File: src/rtl/huffman_decoder.sv
// Serial canonical-Huffman decoder: 8 symbols, MSB-first bits in, one symbol out per codeword.
// Optional `HUFF_FLUSH_EN adds a synchronous flush input and a flushed_len report output.
module huffman_decoder #(
   parameter int unsigned MAX_LEN = 5,
   parameter int unsigned SYM_W   = 4,
   parameter int unsigned CNT_W   = 16
) (
   input  logic             clk,
   input  logic             reset,
   input  logic             in_valid,
   input  logic             in_bit,
   output logic             in_ready,
   output logic             out_valid,
   output logic [SYM_W-1:0] out_sym,
   input  logic             out_ready,
   output logic             busy,
   output logic [CNT_W-1:0] sym_count
`ifdef HUFF_FLUSH_EN
   ,
   input  logic             flush,
   output logic [2:0]       flushed_len
`endif
);

   localparam int unsigned LEN_W = $clog2(MAX_LEN + 1);

   typedef enum logic {S_IDLE, S_ACCUM} state_t;

   state_t state, state_n;

   // A prefix is at most MAX_LEN-1 bits long, so the top accumulator bit is never stored.
   logic [MAX_LEN-2:0] code, code_n;
   logic [LEN_W-1:0]   len, len_n, cand_len;
   logic [MAX_LEN-1:0] cand, first, offset;
   logic [SYM_W-1:0]   base, sym_n;
   logic [2:0]         count;
   logic               accept, hit, done, flush_now;

`ifdef HUFF_FLUSH_EN
   assign flush_now = flush;
`else
   assign flush_now = 1'b0;
`endif

   assign in_ready = !out_valid || out_ready;
   assign accept   = in_valid && in_ready;
   assign busy     = (state == S_ACCUM);
   assign cand     = {code, in_bit};
   assign cand_len = len + 1'b1;

   // Canonical table: first code, number of codes and base symbol for each length.
   always_comb begin
      first = '0;
      count = '0;
      base  = '0;
      case (cand_len)
         LEN_W'(2): begin first = MAX_LEN'(5'b00000); count = 3'd2; base = SYM_W'(0); end
         LEN_W'(3): begin first = MAX_LEN'(5'b00100); count = 3'd3; base = SYM_W'(2); end
         LEN_W'(4): begin first = MAX_LEN'(5'b01110); count = 3'd1; base = SYM_W'(5); end
         LEN_W'(5): begin first = MAX_LEN'(5'b11110); count = 3'd2; base = SYM_W'(6); end
         default:   begin first = '0;                 count = 3'd0; base = '0;        end
      endcase
   end

   assign offset = cand - first;
   assign hit    = (count != 3'd0) && (offset < MAX_LEN'(count));
   assign sym_n  = base + SYM_W'(offset);

   always_comb begin
      state_n = state;
      code_n  = code;
      len_n   = len;
      done    = 1'b0;
      if (flush_now) begin
         state_n = S_IDLE;
         code_n  = '0;
         len_n   = '0;
      end else if (accept) begin
         if (hit) begin
            done    = 1'b1;
            state_n = S_IDLE;
            code_n  = '0;
            len_n   = '0;
         end else begin
            state_n = S_ACCUM;
            code_n  = cand[MAX_LEN-2:0];
            len_n   = cand_len;
         end
      end
   end

   always_ff @(posedge clk or posedge reset) begin
      if (reset) begin
         state <= S_IDLE;
         code  <= '0;
         len   <= '0;
      end else begin
         state <= state_n;
         code  <= code_n;
         len   <= len_n;
      end
   end

   // A completing symbol takes priority over clearing, so a consumed slot can be refilled at once.
   always_ff @(posedge clk or posedge reset) begin
      if (reset) begin
         out_valid <= 1'b0;
         out_sym   <= '0;
         sym_count <= '0;
      end else begin
         if (done) begin
            out_valid <= 1'b1;
            out_sym   <= sym_n;
         end else if (out_ready) begin
            out_valid <= 1'b0;
         end
         if (out_valid && out_ready)
            sym_count <= sym_count + 1'b1;
      end
   end

`ifdef HUFF_FLUSH_EN
   always_ff @(posedge clk or posedge reset) begin
      if (reset)
         flushed_len <= '0;
      else if (flush)
         flushed_len <= 3'(len);
   end
`endif

   a_len_below_max: assert property (@(posedge clk) disable iff (reset) len < LEN_W'(MAX_LEN));

endmodule

File: config.mk
export PLATFORM = sky130hd
export DESIGN_NAME = huffman_decoder
export DESIGN_NICKNAME = d
export VERILOG_FILES = /design/src/rtl/huffman_decoder.sv
export SDC_FILE = /design/constraint.sdc
export NUM_CORES = 1
export LEC_CHECK = 0
export ABC_AREA = 1
export BUFFER_PORTS_ARGS = -buffer_cell sky130_fd_sc_hd__buf_4
export CORE_ASPECT_RATIO = 0.9
export CORE_MARGIN = 4
export CORE_UTILIZATION = 30
export DETAILED_ROUTE_END_ITERATION = 8
export PLACE_DENSITY_LB_ADDON = 0.25
export SLEW_MARGIN = 20
export SYNTH_ARGS = -nofsm -noshare
export SYNTH_HDL_FRONTEND = slang
export SYNTH_SLANG_ARGS = --single-unit
File: constraint.sdc
create_clock -name clk -period 2.6 [get_ports clk]
set_input_delay 0.26 -clock clk [delete_from_list [all_inputs] [get_ports clk]]
set_output_delay 0.26 -clock clk [all_outputs]
set_load 0.05 [all_outputs]
==> metrics.csv, run 1 <==
stage;metric;value;unit
timing;slew_headroom;0.602;
critical_path;arrival;2.70;ns
timing;worst_slew_pin_slew;0.596;ns
critical_path;cp.required;2.77;ns
cells_and_area;fin_nets;271;
timing;slew_viol_final;0;
power_and_ir_drop;p_clk_frac;0.138;
drt;wirelength;3740;µm
clock_tree;holdBufCountCts;0;
logic_synthesis;synth_area_per_cell;9.12;µm²
critical_path;crit_path_end_kind;register;
floorplan;initial_core_util;0.312;
clock_tree;ctsHtreeMaxLevel;2;
floorplan;fp.dieW;89.3;µm
timing;max_freq;0.395;GHz
critical_path;path_class;register to register;
grt;grt_pass1_wl;6500;µm
power_and_ir_drop;internal_power;0.00189;W
power_and_ir_drop;pwr-share-comb;0.665;
power_and_ir_drop;p_switching;0.00157;W
critical_path;worstPathMaxFanout;6;
timing;setup_violations;0;
power_and_ir_drop;powerDensity;1430;nW/µm²
cells_and_area;drive_above_1_share;0.393;
critical_path;cp-start-kind;register;
timing;grt_setup_unrepaired;yes;
critical_path;r2r_setup_slack;0.07;ns
power_and_ir_drop;cellLeakagePower;1.29;nW
logic_synthesis;synth_compound_area_frac;0.0287;
logic_synthesis;synth_edf_count;0;
drt;first_pass_iters;4;
timing;fin_crit_sh;0.974;
timing;fin_skew;0.00939;ns
clock_tree;clock_latency;0.28;ns
floorplan;pin_count;28;
logic_synthesis;synth_top_family_by_area;simple AND/OR/NAND/NOR gates;
logic_synthesis;synthAdderAreaFrac;0.113;
logic_synthesis;synth-xor-area-share;0.0882;
grt;grt.overflow.total;0;
logic_synthesis;ys_seq_area_frac;0.406;
drt;via_count;1400;
power_and_ir_drop;irDropWorstVdd;646;µV
cells_and_area;multi_input_area;1000;µm²
clock_tree;numClockSinks;29;
cells_and_area;layout_common_cells;buf_4 (48), nand2_1 (47), dfrtp_1 (27);
logic_synthesis;synth_cell_type_count;23;
cells_and_area;layout_commonest_cell;buf_4;
placed_design;dp_cells;308;
logic_synthesis;synth-simple-area-share;0.294;
placed_design;port_buffers;27;
placed_design;gp_congestion;0.765;
timing;hold_viol;0;
grt;antenna_found_initial;0;
clock_tree;numCtsBuffers;5;
drt;wl_per_cell;11.6;µm
cells_and_area;diodes;0;
clock_tree;clk_pin_slew;0.06;ns
power_and_ir_drop;p_sw_frac;0.453;
floorplan;rows;26;
logic_synthesis;synthMuxAreaShare;0;
drt;ant_nets;0;
status;status;finished, final reports clean;
placed_design;dp_hpwl;2820;µm
grt;track_usage;0.116;
cells_and_area;fin_area;2420;µm²
logic_synthesis;syn_inst;196;
clock_tree;cts_tree;built;
min_path;hp-class;input port to async pin;
clock_tree;cts_buffer_depth;2;
flow_run;maxCapViolCount;0;
cells_and_area;seqCellArea;728;µm²
placed_design;placed_area;2190;µm²
grt;grt_max_degree;30;
power_and_ir_drop;sequentialPowerShare;0.197;
drt;vias_per_cell;4.35;
timing;hold_slack;0.0490;ns
cells_and_area;fin_cells;322;
logic_synthesis;yosys_warnings;0;
grt;grt_pass1_vias;1420;
clock_tree;root_buffer;clkbuf_8;
cells_and_area;n_fill_cell;594;
floorplan;die_area;7260;µm²
logic_synthesis;async_flop_share;1.00;
critical_path;r2r_end;out_sym[0];
drt;drt_iter0_markers;47;
timing;fin_crit;2.53;ns
power_and_ir_drop;total_power;0.00346;W
floorplan;dieHeight;81.2;µm
logic_synthesis;ys_ff_latch;29;
critical_path;timing.rr.start;len[0];
floorplan;core;5730;µm²
logic_synthesis;synth_ff_type;dfrtp_1;
logic_synthesis;synth_area;1790;µm²
cells_and_area;area_growth;35.5;%
critical_path;ff2ff_path_depth;15;
drt;drc;0;
logic_synthesis;syn-num-nets;216;
==> registers in the layout (all words and copies together), names as in the netlist <==
register	cells
code	4
len	3
busy	1
out_sym	4
sym_count	16
out_valid	1
==> worst max-delay path, stage by stage (launching register included) <==
cell	delay, ns
dfrtp_2	0.45
ha_4	0.20
nand2_1	0.08
nand2_2	0.07
o21ai_2	0.08
inv_2	0.06
ha_2	0.19
fa_1	0.52
inv_2	0.06
nor2_1	0.09
nand2_1	0.09
a21oi_4	0.15
buf_6	0.14
nand3_4	0.10
nand2_1	0.10
nand2_1	0.05
==> stage by stage <==
step / util / setup slack [ns] / TNS [ns]
after floorplan: - / 0.00744 / 0
after global placement: 0.382 / -0.0702 / -0.346
after detailed placement: 0.382 / -0.146 / -0.696
after CTS: 0.415 / 0.0107 / 0
after global routing: 0.423 / -0.0682 / -0.569
final: 0.423 / 0.0675 / 0
==> cell type report <==
| type | count | area share |
|---|---|---|
| clock buffers | 7 | 0.0357 |
| clock inverters | 1 | 0.0124 |
| inverters | 30 | 0.0475 |
| multi-input cells | 136 | 0.414 |
| flip-flops and latches | 29 | 0.301 |
| well taps | 70 | 0.0362 |
| repair buffers | 49 | 0.153 |
==> cell usage after synthesis, types with 2 or more instances <==
master	number	share of area
ha_1	13	0.091
nand2_2	5	0.018
dfrtp_1	29	0.41
nor2_1	8	0.017
a21oi_1	4	0.011
fa_1	2	0.022
nand3_1	5	0.014
inv_1	29	0.061
nand2_1	51	0.11
nand4_1	9	0.032
nand2_4	3	0.019
xnor2_1	8	0.039
xor2_1	10	0.049
nor2_4	2	0.013
nand3_2	10	0.056
==> worst max-delay path by stage <==
stage | depth (start not counted) | from | slack, ns | to
after global placement | 15 | len[1] | -0.07 | out_sym[3]
final | 15 | len[0] | 0.07 | out_sym[0]
after global routing | 16 | len[0] | -0.07 | out_sym[3]
after floorplan | 16 | len[0] | 0.007 | out_sym[3]
after detailed placement | 15 | len[1] | -0.15 | out_sym[3]
after CTS | 14 | len[1] | 0.01 | out_sym[2]
==> power by group through the flow <==
stage | clock network, W | logic [W] | registers, W
global placement | 0 | 0.00195 | 0.000677
detailed placement | 0 | 0.00197 | 0.000677
floorplan | 0 | 0.00119 | 0.000850
global route | 0.000517 | 0.00255 | 0.000700
finish | 0.000477 | 0.00230 | 0.000682
CTS | 0.000494 | 0.00222 | 0.000677
==> per-layer routing <==
metal	wire (µm)	up-vias	GRT usage
met2	1700	20	0.175
met3	116	5	0.0314
met4	53	0	0.0357
met1	1870	642	0.161
li1	-	733	-
met5	0	-	0
==> cells by family (layout without fill, tap and decap cells) <==
logic type | Yosys count | after routing
DFF | 29 | 29
and+or+nand+nor | 96 | 96
xor gates and xnor gates | 18 | 18
buffers and inverters | 31 | 87
AOI/OAI and AO/OA | 7 | 7
adders and majority gates | 15 | 15
==> repair_timing <==
item | 4_1_cts | 5_1_grt
hold endpoints to repair | 0 | 0
endpoints found under the setup margin | 11 | 13
cloned | 0 | 0
gates resized for setup | 9 | 13
setup buffers | 4 | 2
pin swaps | 4 | 10
Note: power is estimated with default switching activity, not from simulation.
==> inputs of run 2 (changes only) <==
Settings changed: CORE_ASPECT_RATIO 0.9 to 1.75.
==> run 2 against run 1 <==
Worst setup slack lost 0.0042 ns; critical path type unchanged; sequential share of layout area shrank 0.62 points; count of clock-buffer cells in the layout is the same; routed wire length grew 1.8%.
==> metrics.csv, run 2 (same netlist as run 1, synthesis figures left out) <==
stage;metric;value;unit;change
clock_tree;ctsHtreeMaxLevel;2;;unchanged
critical_path;cp-start-kind;register;;
timing;fin_crit_sh;0.976;;+0.00161
drt;first_pass_iters;3;;-1
drt;via_count;1428;;+2.0%
clock_tree;clock_latency;0.27;ns;about the same
cells_and_area;diodes;0;;unchanged
drt;wirelength;3800;µm;+1.8%
critical_path;slowest_stage;fa_1;;
placed_design;placed_area;2210;µm²;+0.80%
status;status;finished, final reports clean;;
cells_and_area;regMostFlops;sym_count;;
power_and_ir_drop;irDropWorstVdd;710;µV;+9.9%
grt;grt_max_degree;30;;unchanged
min_path;hp-class;input port to async pin;;
floorplan;dieHeight;110;µm;+36%
clock_tree;cts_tree;built;;
timing;setup_violations;0;;unchanged
clock_tree;cts_buffer_depth;2;;unchanged
floorplan;core;5830;µm²;+1.9%
clock_tree;numClockSinks;29;;unchanged
timing;hold_viol;0;;unchanged
power_and_ir_drop;powerDensity;1420;nW/µm²;-0.72%
clock_tree;holdBufCountCts;0;;unchanged
critical_path;crit_path_end_kind;register;;
power_and_ir_drop;pwr-share-comb;0.669;;+0.004
critical_path;critical-path-max-stage-delay;0.53;ns;about the same
power_and_ir_drop;p_sw_frac;0.455;;+0.00166
grt;grt_pass1_vias;1465;;+3.2%
timing;max_freq;0.394;GHz;-0.17%
cells_and_area;layout_commonest_cell;buf_4;;
floorplan;pin_count;28;;unchanged
drt;drt_iter0_markers;44;;-6.4%
cells_and_area;layout_common_cells;buf_4 (50), nand2_1 (43), dfrtp_1 (27);;
critical_path;worst_path_most_repeated_cell;nand2_2;;
grt;antenna_found_initial;0;;unchanged
grt;grt_pass1_wl;6310;µm;-2.9%
cells_and_area;n_fill_cell;610;;+2.7%
cells_and_area;reg.largest.list;sym_count (16), code (4), out_sym (4);;
cells_and_area;largest_reg_flops;16;;unchanged
placed_design;port_buffers;27;;unchanged
timing;slew_viol_final;0;;unchanged
timing;fin_crit;2.54;ns;+0.00419 ns
critical_path;worstPathMaxFanout;7;;+1
cells_and_area;fin_area;2470;µm²;+2.1%
grt;grt.overflow.total;0;;unchanged
placed_design;dp_hpwl;2910;µm;+3.4%
critical_path;cpLargestDelayFamily;adder cells;;
critical_path;cp.required;2.76;ns;about the same
clock_tree;clk_pin_slew;0.06;ns;about the same
critical_path;cp.depth;14;;-1
clock_tree;root_buffer;clkbuf_8;;
critical_path;critical_path_buf_inv_count;2;;-1
floorplan;rows;37;;+42%
critical_path;ff2ff_path_depth;14;;-1
power_and_ir_drop;p_clk_frac;0.137;;about the same
drt;vias_per_cell;4.30;;-1.1%
flow_run;maxCapViolCount;0;;unchanged
power_and_ir_drop;p_switching;0.00160;W;+1.8%
drt;drc;0;;unchanged
drt;wl_per_cell;11.5;µm;-1.3%
timing;slew_headroom;0.596;;-0.00651
timing;grt_setup_unrepaired;yes;;
power_and_ir_drop;internal_power;0.00191;W;+1.1%
cells_and_area;fin_nets;273;;+0.74%
timing;worst_slew_pin_slew;0.606;ns;+0.00975 ns
power_and_ir_drop;total_power;0.00351;W;+1.4%
clock_tree;numCtsBuffers;5;;unchanged
critical_path;arrival;2.70;ns;about the same
critical_path;path_class;register to register;;
floorplan;initial_core_util;0.306;;-0.00576
cells_and_area;area_growth;38.4;%;
power_and_ir_drop;sequentialPowerShare;0.194;;-0.003
cells_and_area;drive_above_1_share;0.425;;+0.0323
timing;fin_skew;0.00410;ns;-0.00529 ns
grt;track_usage;0.111;;-0.00530
placed_design;gp_congestion;0.715;;-6.5%
power_and_ir_drop;cellLeakagePower;1.31;nW;+2.0%
critical_path;crit_chain;ha_4, nand2_2, nand2_2, o21ai_2, inv_2, ha_2, fa_1, inv_2, nor2_2, nand2_2, a21oi_4, nand2_4, nand3_2, nand2_2;;
floorplan;fp.dieW;66.3;µm;-26%
floorplan;die_area;7300;µm²;+0.65%
drt;ant_nets;0;;unchanged
-- run 2: worst paths after layout --
path,from,end,slack [ns]
max,len[1],len[0],0.06
min,reset,out_sym[1],0.06
max in group asynchronous,reset,len[1],2.24
max reg2reg,len[1],len[0],0.06
min in group clk,in_bit,code[0],0.25
min reg2reg,out_sym[2],out_sym[2],0.47
-- run 2: repair_timing --
action                                  CTS  global route
gates resized for setup                   8            24
setup buffers                             3             4
pin swaps                                 8            13
endpoints found under the setup margin   12            13
gates cloned                              0             0
endpoints found under the hold margin     0             0
-- run 2: power by group through the flow --
stage | sequential [W] | combinational [W] | clock (W)
finish | 0.000680 | 0.00235 | 0.000482
CTS | 0.000665 | 0.00217 | 0.000495
global placement | 0.000672 | 0.00200 | 0
detailed placement | 0.000670 | 0.00203 | 0
floorplan | 0.000850 | 0.00119 | 0
global route | 0.000695 | 0.00263 | 0.000506
-- run 2: worst register-to-register path, cell delays in order (launching register included) --
cell and delay (ns):
dfrtp_2 0.45, ha_4 0.20, nand2_2 0.07, nand2_2 0.06, o21ai_2 0.07, inv_2 0.06, ha_2 0.19, fa_1 0.53
inv_2 0.07, nor2_2 0.12, nand2_2 0.07, a21oi_4 0.22, nand2_4 0.14, nand3_2 0.11, nand2_2 0.06
-- run 2: cell type report --
| cell class | count | area [µm²] | area share |
|---|---|---|---|
| multi-input cells | 136 | 1030 | 0.416 |
| flip-flops and latches | 29 | 728 | 0.295 |
| repair buffers | 51 | 387 | 0.156 |
| inverters | 30 | 115 | 0.0466 |
| well taps | 78 | 97.6 | 0.0395 |
| clock buffers | 7 | 86.3 | 0.0349 |
| clock inverters | 1 | 30.0 | 0.0121 |
-- run 2: stage by stage --
stage / utilization / instances / setup TNS (ns) / hold slack, ns / worst slack [ns]
6_report: 0.424 / 332 / 0 / 0.0592 / 0.0633
3_5_place_dp: 0.378 / 317 / -0.187 / 0.374 / -0.127
5_1_grt: 0.424 / 332 / -0.516 / 0.104 / -0.0767
4_1_cts: 0.406 / 328 / -0.000717 / 0.0693 / -0.000717
3_3_place_gp: 0.378 / 317 / -0.0622 / 0.367 / -0.0622
2_1_floorplan: - / 196 / 0 / 0.338 / 0.00744
-- run 2: layer usage --
layer,GRT usage,vias to the layer above,part of all wire
li1,-,728,-
met1,0.111,672,0.37
met2,0.220,23,0.58
met3,0.0122,5,0.032
met4,0.0480,0,0.014
met5,0,-,0
==> inputs of run 3 (changes only) <==
Settings changed: CORE_UTILIZATION 30 to 34, CTS_CLUSTER_DIAMETER set to 50.
==> run 3 against run 2 <==
Via count down 0.28%; first-iteration DRC count rose by 14%; critical path type unchanged; critical path depth unchanged; routed wire length decreased by 4.3%; die area is 11% lower; combinational power fell by 7%; total power is 7.7% lower; hold slack worse by 0.0070 ns.
==> metrics.csv, run 3 (same netlist as run 1, synthesis figures left out) <==
stage;metric;value;unit;change
status;status;finished, final reports clean;;
power_and_ir_drop;powerDensity;1370;nW/µm²;-3.2%
cells_and_area;final_util;0.470;;+0.0457
flow_run;maxCapViolCount;0;;unchanged
floorplan;core;5020;µm²;-14%
cells_and_area;layout_commonest_cell;nand2_1;;
drt;wl_per_cell;12.1;µm;+5.5%
grt;grt_max_degree;30;;unchanged
critical_path;worstPathMaxFanout;5;;-2
timing;setup_violations;0;;unchanged
drt;first_pass_iters;4;;+1
cells_and_area;largest_reg_flops;16;;unchanged
grt;grt_pass1_vias;1409;;-3.8%
drt;ant_nets;0;;unchanged
drt;via_count;1424;;-0.28%
placed_design;gp_congestion;0.786;;+10%
floorplan;die_area;6520;µm²;-11%
timing;fin_crit_sh;0.949;;-0.0268
drt;wirelength;3640;µm;-4.3%
cells_and_area;diodes;0;;unchanged
clock_tree;numCtsBuffers;5;;unchanged
cells_and_area;fin_area;2360;µm²;-4.7%
critical_path;slowest_stage;fa_1;;
placed_design;dp_hpwl;2820;µm;-3.1%
clock_tree;numClockSinks;29;;unchanged
drt;vias_per_cell;4.73;;+10%
power_and_ir_drop;irDropWorstVdd;824;µV;+16%
floorplan;fp.dieW;62.8;µm;-5.3%
grt;grt.overflow.total;0;;unchanged
critical_path;critical-path-max-stage-delay;0.53;ns;about the same
floorplan;initial_core_util;0.356;;+0.0496
clock_tree;root_buffer;clkbuf_8;;
cells_and_area;reg.largest.list;sym_count (16), code (4), out_sym (4);;
floorplan;dieHeight;104;µm;-5.6%
grt;track_usage;0.124;;+0.0128
cells_and_area;drive_above_1_share;0.389;;-0.0365
clock_tree;cts_tree;built;;
power_and_ir_drop;total_power;0.00324;W;-7.7%
drt;drc;0;;unchanged
grt;grt_pass1_wl;6360;µm;+0.76%
drt;drt_iter0_markers;50;;+14%
clock_tree;ctsHtreeMaxLevel;2;;unchanged
critical_path;crit_chain;buf_4, ha_1, nand2_4, nand2_4, nor2_4, inv_2, fa_1, inv_2, nor2_1, nand2_1, a21oi_4, nand3_4, nand2_1, nand2_1;;
cells_and_area;area_growth;31.9;%;
timing;slew_viol_final;0;;unchanged
timing;slew_headroom;0.708;;+0.112
clock_tree;clock_latency;0.28;ns;about the same
floorplan;rows;34;;-8.1%
cells_and_area;seqCellArea;728;µm²;unchanged
cells_and_area;regMostFlops;sym_count;;
cells_and_area;n_fill_cell;502;;-18%
critical_path;cp.required;2.76;ns;about the same
grt;antenna_found_initial;0;;unchanged
cells_and_area;fin_nets;267;;-2.2%
critical_path;worst_path_most_repeated_cell;nand2_1;;
critical_path;path_class;register to register;;
power_and_ir_drop;cellLeakagePower;1.27;nW;-3.0%
cells_and_area;layout_common_cells;nand2_1 (46), buf_4 (44), dfrtp_1 (27);;
timing;tns;0;ns;unchanged
placed_design;placed_area;2180;µm²;-1.4%
critical_path;crit_path_end_kind;register;;
timing;grt_setup_unrepaired;yes;;
timing;hold_viol;0;;unchanged
clock_tree;clk_pin_slew;0.06;ns;about the same
placed_design;port_buffers;27;;unchanged
timing;fin_skew;0.00499;ns;+0.000892 ns
cells_and_area;multi_input_area;1020;µm²;-0.97%
clock_tree;cts_buffer_depth;2;;unchanged
critical_path;cp-start-kind;register;;
timing;worst_slew_pin_slew;0.438;ns;-0.168 ns
timing;fin_crit;2.47;ns;-0.0698 ns
min_path;hp-class;input port to async pin;;
floorplan;pin_count;28;;unchanged
timing;max_freq;0.405;GHz;+2.8%
critical_path;arrival;2.63;ns;-0.07 ns
run 3: worst paths after layout:
check,startpoint,end,slack (ns),cells past startpoint
worst max register to register,len[1],out_sym[3],0.13,14
max in group asynchronous,reset,len[0],2.26,3
worst min-delay path,reset,sym_count[13],0.05,3
worst max-delay path,len[1],out_sym[3],0.13,14
min in group clk,in_bit,code[0],0.24,3
worst min register to register,sym_count[15],sym_count[15],0.48,1
run 3: what timing repair did:
item	4_1_cts	5_1_grt
gates resized for setup	6	20
pin swaps	3	10
setup endpoints to repair	2	13
hold buffers	0	0
buffers inserted	0	1
run 3: area by class of cell:
class                   count  area share
flip-flops and latches     29       0.309
multi-input cells         136       0.432
well taps                  54      0.0287
inverters                  30      0.0488
clock buffers               7      0.0366
repair buffers             45       0.145
run 3: where the power goes:
part	total, W	leakage, nW	internal [W]	switching, W
logic	0.00219	0.861	0.000945	0.00124
registers	0.000682	0.369	0.000564	0.000118
clock network	0.000371	0.0443	0.000209	0.000162
run 3: worst max-delay path, delay by kind of cell (launching register included):
kind,cells,cell delay (ns)
buffers and inverters,3,0.25
AOI/OAI and AO/OA,1,0.22
adders and majority gates,2,0.74
DFF,1,0.44
and+or+nand+nor,8,0.70
run 3: through the flow:
stage          hold WS (ns)  setup slack (ns)  cells
2_1_floorplan         0.338           0.00744    196
3_3_place_gp          0.363           -0.0461    293
3_5_place_dp          0.366           -0.0887    293
4_1_cts              0.0654           0.00297    300
5_1_grt              0.0819           -0.0518    301
6_report             0.0522             0.133    301
run 3: routing by layer:
layer  track usage  share of wire
met5             0              0
met4        0.0837          0.032
met3        0.0162          0.033
met2         0.225           0.55
met1         0.129           0.39
